--- src/rtl/edge_count_sequencer.sv ---
// Edge-counting measurement sequencer: counts rising/falling edges of sig_in over a
// programmable window, then presents the saturating counts with a valid/ready handshake.
module edge_count_sequencer #(
   parameter int CNT_W = 8,
   parameter int WIN_W = 8
) (
   input  logic             clk,
   input  logic             reset,
   input  logic             sig_in,
   input  logic             start,
   input  logic [WIN_W-1:0] window_len,
   input  logic             abort,
   input  logic             result_ready,
   output logic             busy,
   output logic             result_valid,
   output logic [CNT_W-1:0] pos_edge,
   output logic [CNT_W-1:0] neg_edge,
   output logic             overflow
);

   typedef enum logic [1:0] {
      S_IDLE,
      S_MEASURE,
      S_REPORT
   } state_t;

   localparam logic [CNT_W-1:0] CNT_MAX = '1;

   state_t           r_state;
   state_t           w_next_state;
   logic [WIN_W-1:0] r_win_cnt;
   logic             r_sig_d;
   logic [CNT_W-1:0] r_pos;
   logic [CNT_W-1:0] r_neg;
   logic             r_ovf;

   logic w_accept;
   logic w_measure;
   logic w_win_last;
   logic w_rise;
   logic w_fall;

   // A zero-length window is treated as no request at all.
   assign w_accept   = (r_state == S_IDLE) && start && (window_len != '0);
   assign w_measure  = (r_state == S_MEASURE);
   assign w_win_last = (r_win_cnt == WIN_W'(1));
   assign w_rise     =  sig_in && !r_sig_d;
   assign w_fall     = !sig_in &&  r_sig_d;

   // NOTE: sequential state uses non-blocking assignments so every register samples
   // pre-edge values regardless of statement order.
   always_ff @(posedge clk or posedge reset) begin
      if (reset) begin
         r_state <= S_IDLE;
      end else begin
         r_state <= w_next_state;
      end
   end

   // NOTE: the default assignment first keeps every path driven, so no latch is inferred.
   always_comb begin
      w_next_state = r_state;
      case (r_state)
         S_IDLE: begin
            if (w_accept) w_next_state = S_MEASURE;
         end
         S_MEASURE: begin
            if (abort)           w_next_state = S_IDLE;
            else if (w_win_last) w_next_state = S_REPORT;
         end
         S_REPORT: begin
            if (abort || result_ready) w_next_state = S_IDLE;
         end
         default: w_next_state = S_IDLE;
      endcase
   end

   always_ff @(posedge clk or posedge reset) begin
      if (reset) begin
         r_win_cnt <= '0;
         r_sig_d   <= 1'b0;
         r_pos     <= '0;
         r_neg     <= '0;
         r_ovf     <= 1'b0;
      end else if (w_accept) begin
         // sig_d is primed here so the acceptance cycle itself never counts an edge.
         r_win_cnt <= window_len;
         r_sig_d   <= sig_in;
         r_pos     <= '0;
         r_neg     <= '0;
         r_ovf     <= 1'b0;
      end else if (w_measure) begin
         r_win_cnt <= r_win_cnt - WIN_W'(1);
         r_sig_d   <= sig_in;
         if (w_rise) begin
            if (r_pos == CNT_MAX) r_ovf <= 1'b1;
            else                  r_pos <= r_pos + CNT_W'(1);
         end
         if (w_fall) begin
            if (r_neg == CNT_MAX) r_ovf <= 1'b1;
            else                  r_neg <= r_neg + CNT_W'(1);
         end
      end
   end

   assign busy         = (r_state != S_IDLE);
   assign result_valid = (r_state == S_REPORT);
   assign pos_edge     = r_pos;
   assign neg_edge     = r_neg;
   assign overflow     = r_ovf;

endmodule
--- config.mk ---
export PLATFORM = sky130hd
export DESIGN_NAME = edge_count_sequencer
export DESIGN_NICKNAME = d
export VERILOG_FILES = /design/src/rtl/edge_count_sequencer.sv
export SDC_FILE = /design/constraint.sdc
export NUM_CORES = 1
export LEC_CHECK = 0
export BUFFER_PORTS_ARGS = -buffer_cell sky130_fd_sc_hd__clkbuf_2
export CORE_MARGIN = 2
export CORE_UTILIZATION = 53
export CTS_CLUSTER_SIZE = 30
export DETAILED_ROUTE_END_ITERATION = 7
export PLACE_DENSITY = 0.81
export SYNTH_ARGS = -nofsm -noshare
export SYNTH_HDL_FRONTEND = slang
export SYNTH_SLANG_ARGS = --single-unit
--- constraint.sdc ---
create_clock -name clk -period 1.91 [get_ports clk]
set_input_delay 0.0955 -clock clk [delete_from_list [all_inputs] [get_ports clk]]
set_output_delay 0.0955 -clock clk [all_outputs]
set_load 0.05 [all_outputs]
# ---- After elaboration in Yosys (flattened, before gate mapping)
# Index checks and enable logic that the tools add are counted.
# W data, S select, Z words.
dict set report totals {
  inputBits 14
  reg_bits 28
  output_inout_bits 19
  wordCells 58
}
dict set report classes {
  n_eq_ne 10
  mux 23
  addsub 3
  n_reduce_logical 16
}
# op count
set op_table {}
lappend op_table {{$mux W8} 10}
lappend op_table {{$add A8 B1 Y8 const B} 2}
lappend op_table {{$eq A8 B8 Y1 const B} 2}
lappend op_table {{$reduce_and A3 Y1} 3}
lappend op_table {{$eq A8 B1 Y1 const B} 1}
lappend op_table {{$mux W1} 8}
lappend op_table {{$mux W2} 4}
lappend op_table {{$reduce_bool A2 Y1} 4}
lappend op_table {{$reduce_bool A8 Y1} 1}
lappend op_table {{$sub A8 B1 Y8 const B} 1}
lappend op_table {{$ne A2 B2 Y1 const B} 3}
lappend op_table {{$pmux W2 S3} 1}
lappend op_table {{$logic_and A1 B1 Y1} 4}
lappend op_table {{$ne A3 B2 Y1 const B} 1}
lappend op_table {{$eq A2 B1 Y1 const B} 1}
lappend op_table {{$eq A2 B2 Y1 const B} 1}
lappend op_table {{$logic_not A1 Y1} 2}
lappend op_table {{$logic_not A2 Y1} 1}
lappend op_table {{$ne A2 B1 Y1 const B} 1}
lappend op_table {{$logic_or A1 B1 Y1} 1}

# ---- Depth between registers and ports, before layout
# Gate-level depths: netlist (run 1).
dict set report depth {
  depth_word 7
  mapped_depth 6
  ltp_nobuf 6
}

# ---- Least setup slack after synthesis (run 1)
# OpenSTA, ideal clock, no wires.
dict set report synth_timing {
  path_kind {register to register}
  startpoint {register r_neg[0], in the netlist neg_edge[0]}
  endpoint {register r_neg[5], in the netlist neg_edge[5]}
  setup_slack_ns 0.001
  setup_ns 0.078
  path_stages_with_launch 6
  arrival_ns 1.831
  synth_period_minus_slack_ns 1.909
  required_ns 1.832
  n_path_buf 0
  path_cell_list {dfrtp_1 > ha_1 > nand3_1 > o21ai_1 > or4_1 > a21oi_1}
}
dict set report synth_via {
  elab_chain_cells 5
  word_cells_on_any_way 8
  cone_classes {add/sub: 1; eq/ne: 2; mux: 4; reduce/logical: 1}
}
# item line
set synth_rtl {}
lappend synth_rtl {{from (decl)} 34} ;# logic [CNT_W-1:0] r_neg;
lappend synth_rtl {{from (signal assigned)} 101} ;# else r_neg <= r_neg + CNT_W'(1);
lappend synth_rtl {{$add A8 B1 Y8} 101}
lappend synth_rtl {{$mux W8} 100} ;# if (r_neg == CNT_MAX) r_ovf <= 1'b1;
lappend synth_rtl {{$mux W8} 99} ;# if (w_fall) begin
lappend synth_rtl {{$mux W8} 92} ;# end else if (w_measure) begin
lappend synth_rtl {{$mux W8} 85} ;# end else if (w_accept) begin
# Several ways; a longest one is shown, not always the timed one. The select of a mux whose other input is x is not followed.
# A chain may end at the register's enable or synchronous reset.

# ---- Worst setup path in the final report (run 1)
dict set report layout_timing {
  startpoint {input window_len[5]}
  endpoint {register r_pos[5], in the netlist pos_edge[5]}
}
dict set report layout_via {
  elab_chain_cells 4
  word_cells_on_any_way 7
  cone_classes {eq/ne: 1; mux: 1; reduce/logical: 5}
}
# item line
set layout_rtl {}
lappend layout_rtl {{from (decl)} 11} ;# input logic [WIN_W-1:0] window_len,
lappend layout_rtl {{$reduce_bool A8 Y1 (*)} 44} ;# assign w_accept = (r_state == S_IDLE) && start && (window_len != '0);
lappend layout_rtl {{$logic_and A1 B1 Y1 (*)} 44}
lappend layout_rtl {{$ne A2 B2 Y1 (no source line) / $reduce_bool A2 Y1 (equally long branches)} --}
lappend layout_rtl {{$reduce_and A3 Y1 (no source line)} --}
lappend layout_rtl {{to (signal assigned)} 97} ;# else r_pos <= r_pos + CNT_W'(1);
lappend layout_rtl {{to (decl)} 33} ;# logic [CNT_W-1:0] r_pos;
# Mark *: on every way between the ends. The rest lies on a longest branch, timed or not.

==> summary.md, run 1 <==
| Metric | Value |
|---|---|
| Run status | finished clean |
| CTS tree | yes |
| NetSw | 0.772 mW |
| Area Growth Syn to Fin | 21.1% |
| Core box area | 2760 um^2 |
| Die width | 57.9 um |
| Reg2Reg Depth | 5 |
| Pin count of the biggest net entering global routing | 29 |
| Final setup violation count | 0 |
| Inserted Diodes | 0 |
| Largest family of logic cells by synthesized area | simple AND/OR/NAND/NOR gates |
| Synth Register Bits | 28 |
| Critical path fanouts, max | 5 |
| Clk Latency, worst-skew pair | approximately 0.34 ns |
| Grt met2 use | 0.388 |
| Die Span Y | 57.9 um |
| Seq pwr share | 0.483 |
| Max cap viols | 0 |
| Synth warn | 0 |
| Crit end category | register |
| Final Max Slew Viols | 0 |
| Compound-gate portion of the synthesized area | 0.157 |
| Worst Tran Pin Value | 0.467 ns |
| Clock share of power | 0.159 |
| Most frequent cells in the layout | clkbuf_2 (32), dfrtp_1 (28), nor2_1 (14) |
| Distinct cell type count after synthesis | 39 |
| Routed Antenna Nets | 0 |
| Drt drc | 0 |
| Leakage | 0.843 nW |
| Vias in the first global route | about 1.4k |
| Startpoint of the worst hold path | window_len[6] |
| Starting Density | 0.558 |
| IO Port Bufs | 32 |
| Setup Skew | 0.00672 ns |
| Via Count | 1471 |
| Sw Share | 0.416 |
| Depth of the CTS H-tree | 1 |
| Standard-cell rows | 19 |
| Gate Count Post-Synth | 162 |
| Die ar. | 3350 um^2 |
| Sink Count | 28 |
| Max Root-Sink Buffers | 2 |
| Slew HR | 0.686 |
| Final WL | 3770 um |
| HP Class | primary input to register |
| Worst setup path start | window_len[5] |
| Root Driver | clkbuf_4 |
| Setup Fix Bufs, Post-CTS | 0 |
| Sum Neg Setup Slack | 0 ns |
| Share of cells above drive strength 1 | 0.233 |
| Comb pwr share | 0.358 |
| Final #Nets | 225 |
| Syn Std Cell Area | 1540 um^2 |
| Routability cong. | around 0.97 |
| CTS buffer count | 3 |
| RSZ-0062 raised after global routing | false |
| Top-area cell type share of the netlist area | 0.455 |
| Register-to-register setup slack | 0.10 ns |
| Gr ovfl total | 0 |
| Total track usage | 0.238 |
| Sequential-to-total area share from yosys stat | 0.455 |
| Synth Area in XOR/XNOR | 0.0455 |
| Achievable Freq | 539 MHz |
| Post-DP HPWL | 2690 um |
| Initial antenna violation count | 0 |
| Vias per cell | 6.21 |
| Met1 Usage GRT | 0.315 |
| Multiplexer area fraction after synthesis | 0.00650 |
| WL/cell | 15.9 um |
| Req. time, crit path | between 2 and 2.5 ns |
| Leading area contributor after synthesis | dfrtp_1 |
| Tcrit/Tclk final | 0.971 |
| Worst setup path end | pos_edge[5] |
| Startpoint types | primary input |
| Post-Synth Simple-Gate Area | 0.273 |
| Syn nets | 180 |
| Internal power | ~1.1 mW |
| First-iteration detailed-routing DRC count | 92 |
| # IOs | 33 |
| CTS clock-pin slew for the worst setup and hold paths | around 0.14 ns |
| Post-Synth Adder-Cell Area | 0.0325 |
| Syn_area_per_cell | 9.50 um^2 |
| Drt pass-1 iters | 5 |
| Top cells by area, synth | dfrtp_1 (46%), nand3_1 (3.9%), o21ai_0 (3.6%) |
| Final hold vios | 0 |
| Final core utilization | 0.676 |
| Worst IR Drop VDD | 0.00110 V |
| Reg2reg start | neg_edge[0] |
| PwrDens | 996 nW/um^2 |
| Met3 global-route usage | 0.0290 |
| Setup Crit Path Kind | primary input to register |
| Busiest metal layer after global routing | met2 |
| First-pass GRT wire length | just over 6000 um |
| Final min period | 1.86 ns |
| Commonest non-fill, non-tap cell in the layout | clkbuf_2 |
| Critical Path AT | 2.12 ns |
| Reg2reg end | neg_edge[5] |
critical path, cell delays in order:
cell	delay (ns)
dlygate4sd3_1	0.55
clkbuf_2	0.12
or4_4	0.51
o21a_4	0.25
or4_1	0.50
o21ai_0	0.09
power groups by stage:
stage	sequential (mW)	combinational [mW]	clock, mW
5_1_grt	0.916	0.729	0.323
2_1_floorplan	0.963	0.375	0
4_1_cts	0.890	0.661	0.302
3_5_place_dp	0.897	0.646	0
3_3_place_gp	0.888	0.620	0
6_report	0.897	0.666	0.295
worst min path at each step:
stage | to | slack, ns | cells past startpoint
floorplan | neg_edge[0] | 0.16 | 1
global placement | pos_edge[6] | 0.15 | 3
detailed placement | neg_edge[1] | 0.17 | 3
CTS | r_win_cnt[6] | 0.005 | 2
global route | r_win_cnt[2] | 0.006 | 2
finish | r_win_cnt[6] | 0.01 | 2
cell families (layout without fill, tap and decap cells):
kind of cell	Yosys count	count (layout)
AOI/OAI and AO/OA	37	37
muxes	1	1
and+or+nand+nor	72	72
DFF	28	28
buffers and inverters	12	56
adders and majority gates	4	4
xor gates and xnor gates	8	8
state kept, by name, indices dropped and copies added, names as in the netlist:
signal     cells
r_win_cnt      8
r_state        2
neg_edge       8
pos_edge       8
overflow       1
r_sig_d        1
cell usage after synthesis, drive strengths merged:
master,n
dfrtp,28
nor2,14
o21ai,13
nand3,12
inv,9
nand2,9
nand4,7
or4,7
o211ai,6
a21oi,5
ha,4
nor4,4
o31ai,4
xnor2,4
xor2,4
a221o,3
nor3,3
a211oi,2
and3,2
and4,2
and4bb,2
clkbuf,2
nor2b,2
a22oi,1
a32oi,1
and2,1
buf,1
mux2i,1
nand2b,1
nand4b,1
nand4bb,1
nor3b,1
nor4b,1
o21a,1
o21bai,1
or2,1
or3,1
cell type report:
class	instances	area, um^2
fillers	244	893
multi-input cells	122	800
flip-flops and latches	28	701
repair buffers	43	255
well taps	31	38.8
clock buffers	4	36.3
inverters	9	33.8
stage by stage:
stage / hold WS (ns) / std cells / total power, mW / area (um^2) / setup WS [ns]
after CTS: 0.00498 / 237 / 1.85 / 1860 / 0.0495
after floorplan: 0.161 / 162 / 1.34 / 1540 / 0.000992
after detailed placement: 0.169 / 228 / 1.54 / 1770 / 0.143
final: 0.0109 / 237 / 1.86 / 1860 / 0.0547
after global placement: 0.154 / 228 / 1.51 / 1770 / 0.240
after global routing: 0.00590 / 237 / 1.97 / 1860 / 0.0157
routing by layer:
layer  wire length, um  up-vias
li1                  -      701
met1              1690      694
met2              1800       68
met3               213        8
met4                74        0
met5                 0        -
what timing repair did:
action / in CTS / in global routing
gates resized for setup: 0 / 2
endpoints found under the setup margin: 0 / 1
hold buffers: 5 / 0
hold endpoints to repair: 33 / 0
Note: power is estimated with default switching activity, not from simulation.
==> inputs of run 2 (changes only) <==
--- a/config.mk
+++ b/config.mk
@@ -7,10 +7,11 @@
 export LEC_CHECK = 0
 export BUFFER_PORTS_ARGS = -buffer_cell sky130_fd_sc_hd__clkbuf_2
 export CORE_MARGIN = 2
-export CORE_UTILIZATION = 53
+export CORE_UTILIZATION = 48
 export CTS_CLUSTER_SIZE = 30
 export DETAILED_ROUTE_END_ITERATION = 7
-export PLACE_DENSITY = 0.81
+export PLACE_DENSITY = 0.77
+export RECOVER_POWER = 25
 export SYNTH_ARGS = -nofsm -noshare
 export SYNTH_HDL_FRONTEND = slang
 export SYNTH_SLANG_ARGS = --single-unit
==> constraint.sdc (replaced) <==
create_clock -name clk -period 1.6 [get_ports clk]
set_input_delay 0.08 -clock clk [delete_from_list [all_inputs] [get_ports clk]]
set_output_delay 0.08 -clock clk [all_outputs]
set_load 0.05 [all_outputs]
==> summary.md, run 2 (same netlist as run 1, synthesis figures left out) <==
| Metric | Value |
|---|---|
| Sink Count | 28 (unchanged) |
| CTS clock-pin slew for the worst setup and hold paths | 0.16 ns (was 0.14 ns) |
| Crit end category | register (unchanged) |
| Via Count | 1546 (was 1471) |
| Slowest-stage cell, CP | dfrtp_2 (was dlygate4sd3_1) |
| Critical path fanouts, max | 5 (unchanged) |
| IO Port Bufs | 32 (unchanged) |
| Starting Density | 0.504 (was 0.558) |
| Final setup violation count | 0 (unchanged) |
| Die Span Y | 60.6 um (was 57.9 um) |
| Final min period | 1.56 ns |
| Max Root-Sink Buffers | 2 (unchanged) |
| Root Driver | clkbuf_4 (unchanged) |
| Final core utilization | 0.718 (was 0.676) |
| CP Cell Sequence | buf_4, nand2b_2, or4_4, nand3_1, o211ai_1 (was dlygate4sd3_1, clkbuf_2, or4_4, o21a_4, or4_1, o21ai_0) |
| First-iteration detailed-routing DRC count | 98 (was 92) |
| Worst IR Drop VDD | 0.000867 V (was 0.00110 V) |
| Final #Nets | 246 (was 225) |
| Die ar. | 3680 um^2 (was 3350 um^2) |
| Slowest stage delay, CP | 0.48 ns (was 0.55 ns) |
| Drt drc | 0 (unchanged) |
| Final hold vios | 1 (was 0) |
| Achievable Freq | 639 MHz |
| First-pass GRT wire length | 6670 um (was 6090 um) |
| Standard-cell rows | 20 (was 19) |
| CTS buffer count | 3 (unchanged) |
| Run status | complete, but fails checks (was finished clean) |
| RSZ-0062 raised after global routing | true (was false) |
| HP Class | primary input to register (unchanged) |
| WL/cell | 15.4 um (was 15.9 um) |
| Final Max Slew Viols | 0 (unchanged) |
| Share of cells above drive strength 1 | 0.414 (was 0.233) |
| PwrDens | 1230 nW/um^2 (was 996 nW/um^2) |
| Setup Crit Path Kind | register to register (was primary input to register) |
| Sum Neg Setup Slack | 0 ns (unchanged) |
| Vias in the first global route | 1511 (was 1379) |
| Req. time, crit path | 1.84 ns (was 2.17 ns) |
| Setup Skew | 0.0214 ns (was 0.00672 ns) |
| Clk Latency, worst-skew pair | 0.34 ns (about the same) |
| Leakage | 0.942 nW (was 0.843 nW) |
| Startpoint types | register (was primary input) |
| Gr ovfl total | 0 (unchanged) |
| Worst Tran Pin Value | 0.713 ns (was 0.467 ns) |
| Worst setup margin | 0.0357 ns (was 0.0547 ns) |
| Pin count of the biggest net entering global routing | 29 (unchanged) |
| Drt pass-1 iters | 4 (was 5) |
| Most frequent cells in the layout | clkbuf_2 (32), buf_4 (22), dfrtp_1 (16) (was clkbuf_2 (32), dfrtp_1 (28), nor2_1 (14)) |
| Total power | 2.69 mW (was 1.86 mW) |
| Top Family by Delay on Critical Path | simple AND/OR/NAND/NOR gates (unchanged) |
| Tcrit/Tclk final | 0.978 |
| Die width | 60.6 um (was 57.9 um) |
| Fill cell count | 238 (was 244) |
| Max cap viols | 0 (unchanged) |
| Commonest non-fill, non-tap cell in the layout | clkbuf_2 (unchanged) |
| Failing checks | negative hold slack |
| Area Growth Syn to Fin | 42.5% (was 21.1%) |
| Pre-CTS WS | -0.0513 ns (was 0.143 ns) |
| # IOs | 33 (unchanged) |
| Initial antenna violation count | 0 (unchanged) |
| Depth of the CTS H-tree | 1 (unchanged) |
| Final hold slack | -0.00126 ns (was 0.0109 ns) |
| Total track usage | 0.238 (about the same) |
| Critical Path AT | 1.80 ns (was 2.12 ns) |
| Core box area | 3050 um^2 (was 2760 um^2) |
| Vias per cell | 5.70 (was 6.21) |
| Routability cong. | 0.890 (was 0.970) |
| Inserted Diodes | 0 (unchanged) |
| Slew HR | 0.525 (was 0.686) |
| Crit path buf inv count | 1 (was 2) |
| Routed Antenna Nets | 0 (unchanged) |
| Final WL | 4190 um (was 3770 um) |
| CTS tree | yes (unchanged) |
| Post-DP HPWL | 2910 um (was 2690 um) |
run 2: cell count changes in the layout (fill, tap and decap cells not counted), sizes merged:
| cell | change |
|---|---|
| buf | +17 |
| dlygate4sd3 | +4 |
| clkbuf | -1 |
| bufinv | +1 |
run 2: worst paths after layout:
| check | start | slack (ns) | to | cells after the start |
|---|---|---|---|---|
| min in group asynchronous | reset | 0.45 | r_win_cnt[3] | 4 |
| max in group asynchronous | reset | 0.64 | neg_edge[5] | 4 |
| worst min register to register | pos_edge[0] | 0.52 | pos_edge[0] | 1 |
| worst max register to register | r_state[1] | 0.04 | r_win_cnt[4] | 5 |
| worst min-delay path | window_len[5] | -0.001 | r_win_cnt[5] | 3 |
| worst max-delay path | r_state[1] | 0.04 | r_win_cnt[4] | 5 |
run 2: timing repair:
action / CTS / global route
hold buffers: 7 / 2
resized for setup: 6 / 12
buffers inserted: 1 / 4
cloned: 0 / 0
pin swaps: 3 / 2
endpoints found under the hold margin: 35 / 2
endpoints found under the setup margin: 6 / 11
run 2: cell type report:
class	count	area (um^2)	area share
flip-flops and latches	28	716	0.326
clock inverters	1	30.0	0.0137
clock buffers	3	22.5	0.0103
well taps	44	55.1	0.0251
inverters	9	33.8	0.0154
multi-input cells	122	901	0.411
repair buffers	64	435	0.199
run 2: routing by layer:
metal,wire length [um],global-route usage,up-vias,share of wire
met2,2090,0.401,44,0.50
met4,86,0.0621,0,0.021
met3,159,0.0362,10,0.038
met1,1850,0.322,753,0.44
li1,-,-,739,-
met5,0,0,-,0
run 2: metrics by stage:
step           area [um^2]  instances
2_1_floorplan         1610        162
3_3_place_gp          1960        253
3_5_place_dp          1960        253
4_1_cts               2120        265
5_1_grt               2190        271
6_report              2190        271
run 2: worst min-delay path, stage by stage:
cell      delay, ns
clkbuf_2       0.10
nand2_1        0.05
o211ai_1       0.07
run 2: where the power goes:
group / switching (mW) / internal (mW)
Combinational: 0.664 / 0.519
Sequential: 0.176 / 0.865
Clock: 0.212 / 0.253
==> inputs of run 3 (changes only) <==
--- a/config.mk
+++ b/config.mk
@@ -6,8 +6,10 @@
 export NUM_CORES = 1
 export LEC_CHECK = 0
 export BUFFER_PORTS_ARGS = -buffer_cell sky130_fd_sc_hd__clkbuf_2
+export CELL_PAD_IN_SITES_DETAIL_PLACEMENT = 0
+export CELL_PAD_IN_SITES_GLOBAL_PLACEMENT = 2
 export CORE_MARGIN = 2
-export CORE_UTILIZATION = 48
+export CORE_UTILIZATION = 29
 export CTS_CLUSTER_SIZE = 30
 export DETAILED_ROUTE_END_ITERATION = 7
 export PLACE_DENSITY = 0.77
==> summary.md, run 3 (same netlist as run 1, synthesis figures left out) <==
| Metric | Value |
|---|---|
| Reg2Reg Depth | 4 (was 5) |
| Setup Crit Path Kind | register to register (unchanged) |
| Die Span Y | 76.8 um (was 60.6 um) |
| Tcrit/Tclk final | 0.976 (was 0.978) |
| Worst setup path end | pos_edge[5] (was r_win_cnt[4]) |
| Startpoint types | register (unchanged) |
| Die width | 76.8 um (was 60.6 um) |
| HP Class | primary input to register (unchanged) |
| WL/cell | 15.1 um (was 15.4 um) |
| Max Root-Sink Buffers | 2 (unchanged) |
| Commonest non-fill, non-tap cell in the layout | clkbuf_2 (unchanged) |
| Final WL | 4430 um (was 4190 um) |
| Routability cong. | 0.853 (was 0.890) |
| Final hold vios | 0 (was 1) |
| Max cap viols | 0 (unchanged) |
| Routed Antenna Nets | 0 (unchanged) |
| CTS clock-pin slew for the worst setup and hold paths | 0.10 ns (was 0.16 ns) |
| Leakage | 0.923 nW (was 0.942 nW) |
| Drt pass-1 iters | 4 (unchanged) |
| Starting Density | 0.301 (was 0.504) |
| DP Area | 2030 um^2 (was 1960 um^2) |
| Post-DP HPWL | 3300 um (was 2910 um) |
| CTS buffer count | 3 (unchanged) |
| Worst setup path start | r_state[1] (unchanged) |
| Comb pwr share | 0.438 (was 0.440) |
| Final setup violation count | 0 (unchanged) |
| Root Driver | clkbuf_8 (was clkbuf_4) |
| Reg2reg start | r_state[1] (unchanged) |
| Req. time, crit path | 1.80 ns (was 1.84 ns) |
| Worst Tran Pin Value | 0.746 ns (was 0.713 ns) |
| Sink Count | 28 (unchanged) |
| Slew HR | 0.503 (was 0.525) |
| NetSw | 1.03 mW (was 1.05 mW) |
| Gr ovfl total | 0 (unchanged) |
| Final core utilization | 0.423 (was 0.718) |
| Clk Latency, worst-skew pair | 0.27 ns (was 0.34 ns) |
| Final Max Slew Viols | 0 (unchanged) |
| Final #Nets | 242 (was 246) |
| # IOs | 33 (unchanged) |
| PwrDens | 1190 nW/um^2 (was 1230 nW/um^2) |
| RSZ-0062 raised after global routing | true (unchanged) |
| Setup Skew | 0.00257 ns (was 0.0214 ns) |
| Pin count of the biggest net entering global routing | 29 (unchanged) |
| Seq pwr share | 0.402 (was 0.387) |
| Total track usage | 0.149 (was 0.238) |
| Initial antenna violation count | 0 (unchanged) |
| Final min period | 1.56 ns (about the same) |
| Run status | finished clean (was complete, but fails checks) |
| Most frequent cells in the layout | clkbuf_2 (33), buf_4 (24), dfrtp_1 (16) (was clkbuf_2 (32), buf_4 (22), dfrtp_1 (16)) |
| Critical path fanouts, max | 8 (was 5) |
| CTS tree | yes (unchanged) |
| Die ar. | 5910 um^2 (was 3680 um^2) |
| Reg2reg end | pos_edge[5] (was r_win_cnt[4]) |
| Design area | 2160 um^2 (was 2190 um^2) |
| Sw Share | 0.400 (was 0.391) |
| Register-to-register setup slack | 0.04 ns (about the same) |
| Depth of the CTS H-tree | 1 (unchanged) |
| Vias in the first global route | 1536 (was 1511) |
| Vias per cell | 5.26 (was 5.70) |
| Inserted Diodes | 0 (unchanged) |
| Via Count | 1542 (was 1546) |
| Standard-cell rows | 26 (was 20) |
| Drt drc | 0 (unchanged) |
| Clock share of power | 0.160 (was 0.173) |
| Achievable Freq | 641 MHz (was 639 MHz) |
| Internal power | 1.54 mW (was 1.64 mW) |
| Area Growth Syn to Fin | 40.4% (was 42.5%) |
| Share of cells above drive strength 1 | 0.417 (was 0.414) |
| First-iteration detailed-routing DRC count | 94 (was 98) |
| IO Port Bufs | 32 (unchanged) |
| Worst IR Drop VDD | 0.000752 V (was 0.000867 V) |
| Core box area | 5110 um^2 (was 3050 um^2) |
| Critical Path AT | 1.76 ns (was 1.80 ns) |
| Crit end category | register (unchanged) |
| First-pass GRT wire length | 7330 um (was 6670 um) |
| Fill cell count | 513 (was 238) |
run 3: cell types whose count changed in the layout (fill, tap and decap cells not counted), sizes merged:
cell / change
bufinv: -1
buf: +2
dlygate4sd3: -7
clkbuf: +2
run 3: power groups by stage:
stage	clock [mW]	sequential, mW	combinational [mW]
2_1_floorplan	0	1.17	0.463
3_3_place_gp	0	1.03	1.03
3_5_place_dp	0	1.03	1.05
4_1_cts	0.424	1.02	1.06
5_1_grt	0.447	1.06	1.24
6_report	0.411	1.04	1.13
run 3: final cells by class:
| type | count | area (um^2) | area share |
|---|---|---|---|
| Tap cell | 70 | 87.6 | 0.0405 |
| Timing Repair Buffer | 60 | 385 | 0.178 |
| Clock buffer | 4 | 45.0 | 0.0208 |
| Sequential cell | 28 | 716 | 0.331 |
| Inverter | 9 | 33.8 | 0.0156 |
| Multi-Input combinational cell | 122 | 893 | 0.413 |
run 3: worst min path at each step:
stage | endpoint | depth (start not counted) | start | slack, ns
floorplan | overflow | 1 | reset | 0.14
global placement | neg_edge[6] | 3 | reset | 0.15
detailed placement | r_state[0] | 3 | reset | 0.16
CTS | r_win_cnt[1] | 3 | window_len[1] | 0.04
global route | r_win_cnt[1] | 3 | window_len[1] | 0.05
finish | r_win_cnt[1] | 3 | window_len[1] | 0.04
run 3: repair_timing:
item,4_1_cts,5_1_grt
gates resized for setup,1,11
hold buffers,2,0
endpoints found under the hold margin,30,0
pin swaps,0,4
buffers inserted,0,3
setup endpoints to repair,3,15
cloned,0,0
run 3: through the flow:
stage	power (mW)	cells	setup TNS [ns]	setup slack, ns	hold WS, ns
2_1_floorplan	1.63	162	-0.0140	-0.0140	0.145
3_3_place_gp	2.05	284	-0.0159	-0.0159	0.153
3_5_place_dp	2.08	284	-0.0533	-0.0359	0.159
4_1_cts	2.50	290	-0.0580	-0.0323	0.0358
5_1_grt	2.75	293	-0.0625	-0.0296	0.0492
6_report	2.58	293	0	0.0389	0.0397
run 3: worst max-delay path: stages (launching register included):
cell and delay [ns]:
dfrtp_2 0.47, and4bb_2 0.34, o21ai_2 0.12, or4_1 0.47, o21ai_0 0.08
run 3: layer usage:
layer / up-vias / GRT usage / routed length [um]
met2: 34 / 0.246 / 2120
li1: 738 / - / -
met1: 766 / 0.208 / 2110
met5: - / 0 / 0
met4: 0 / 0.0273 / 34
met3: 4 / 0.0212 / 166
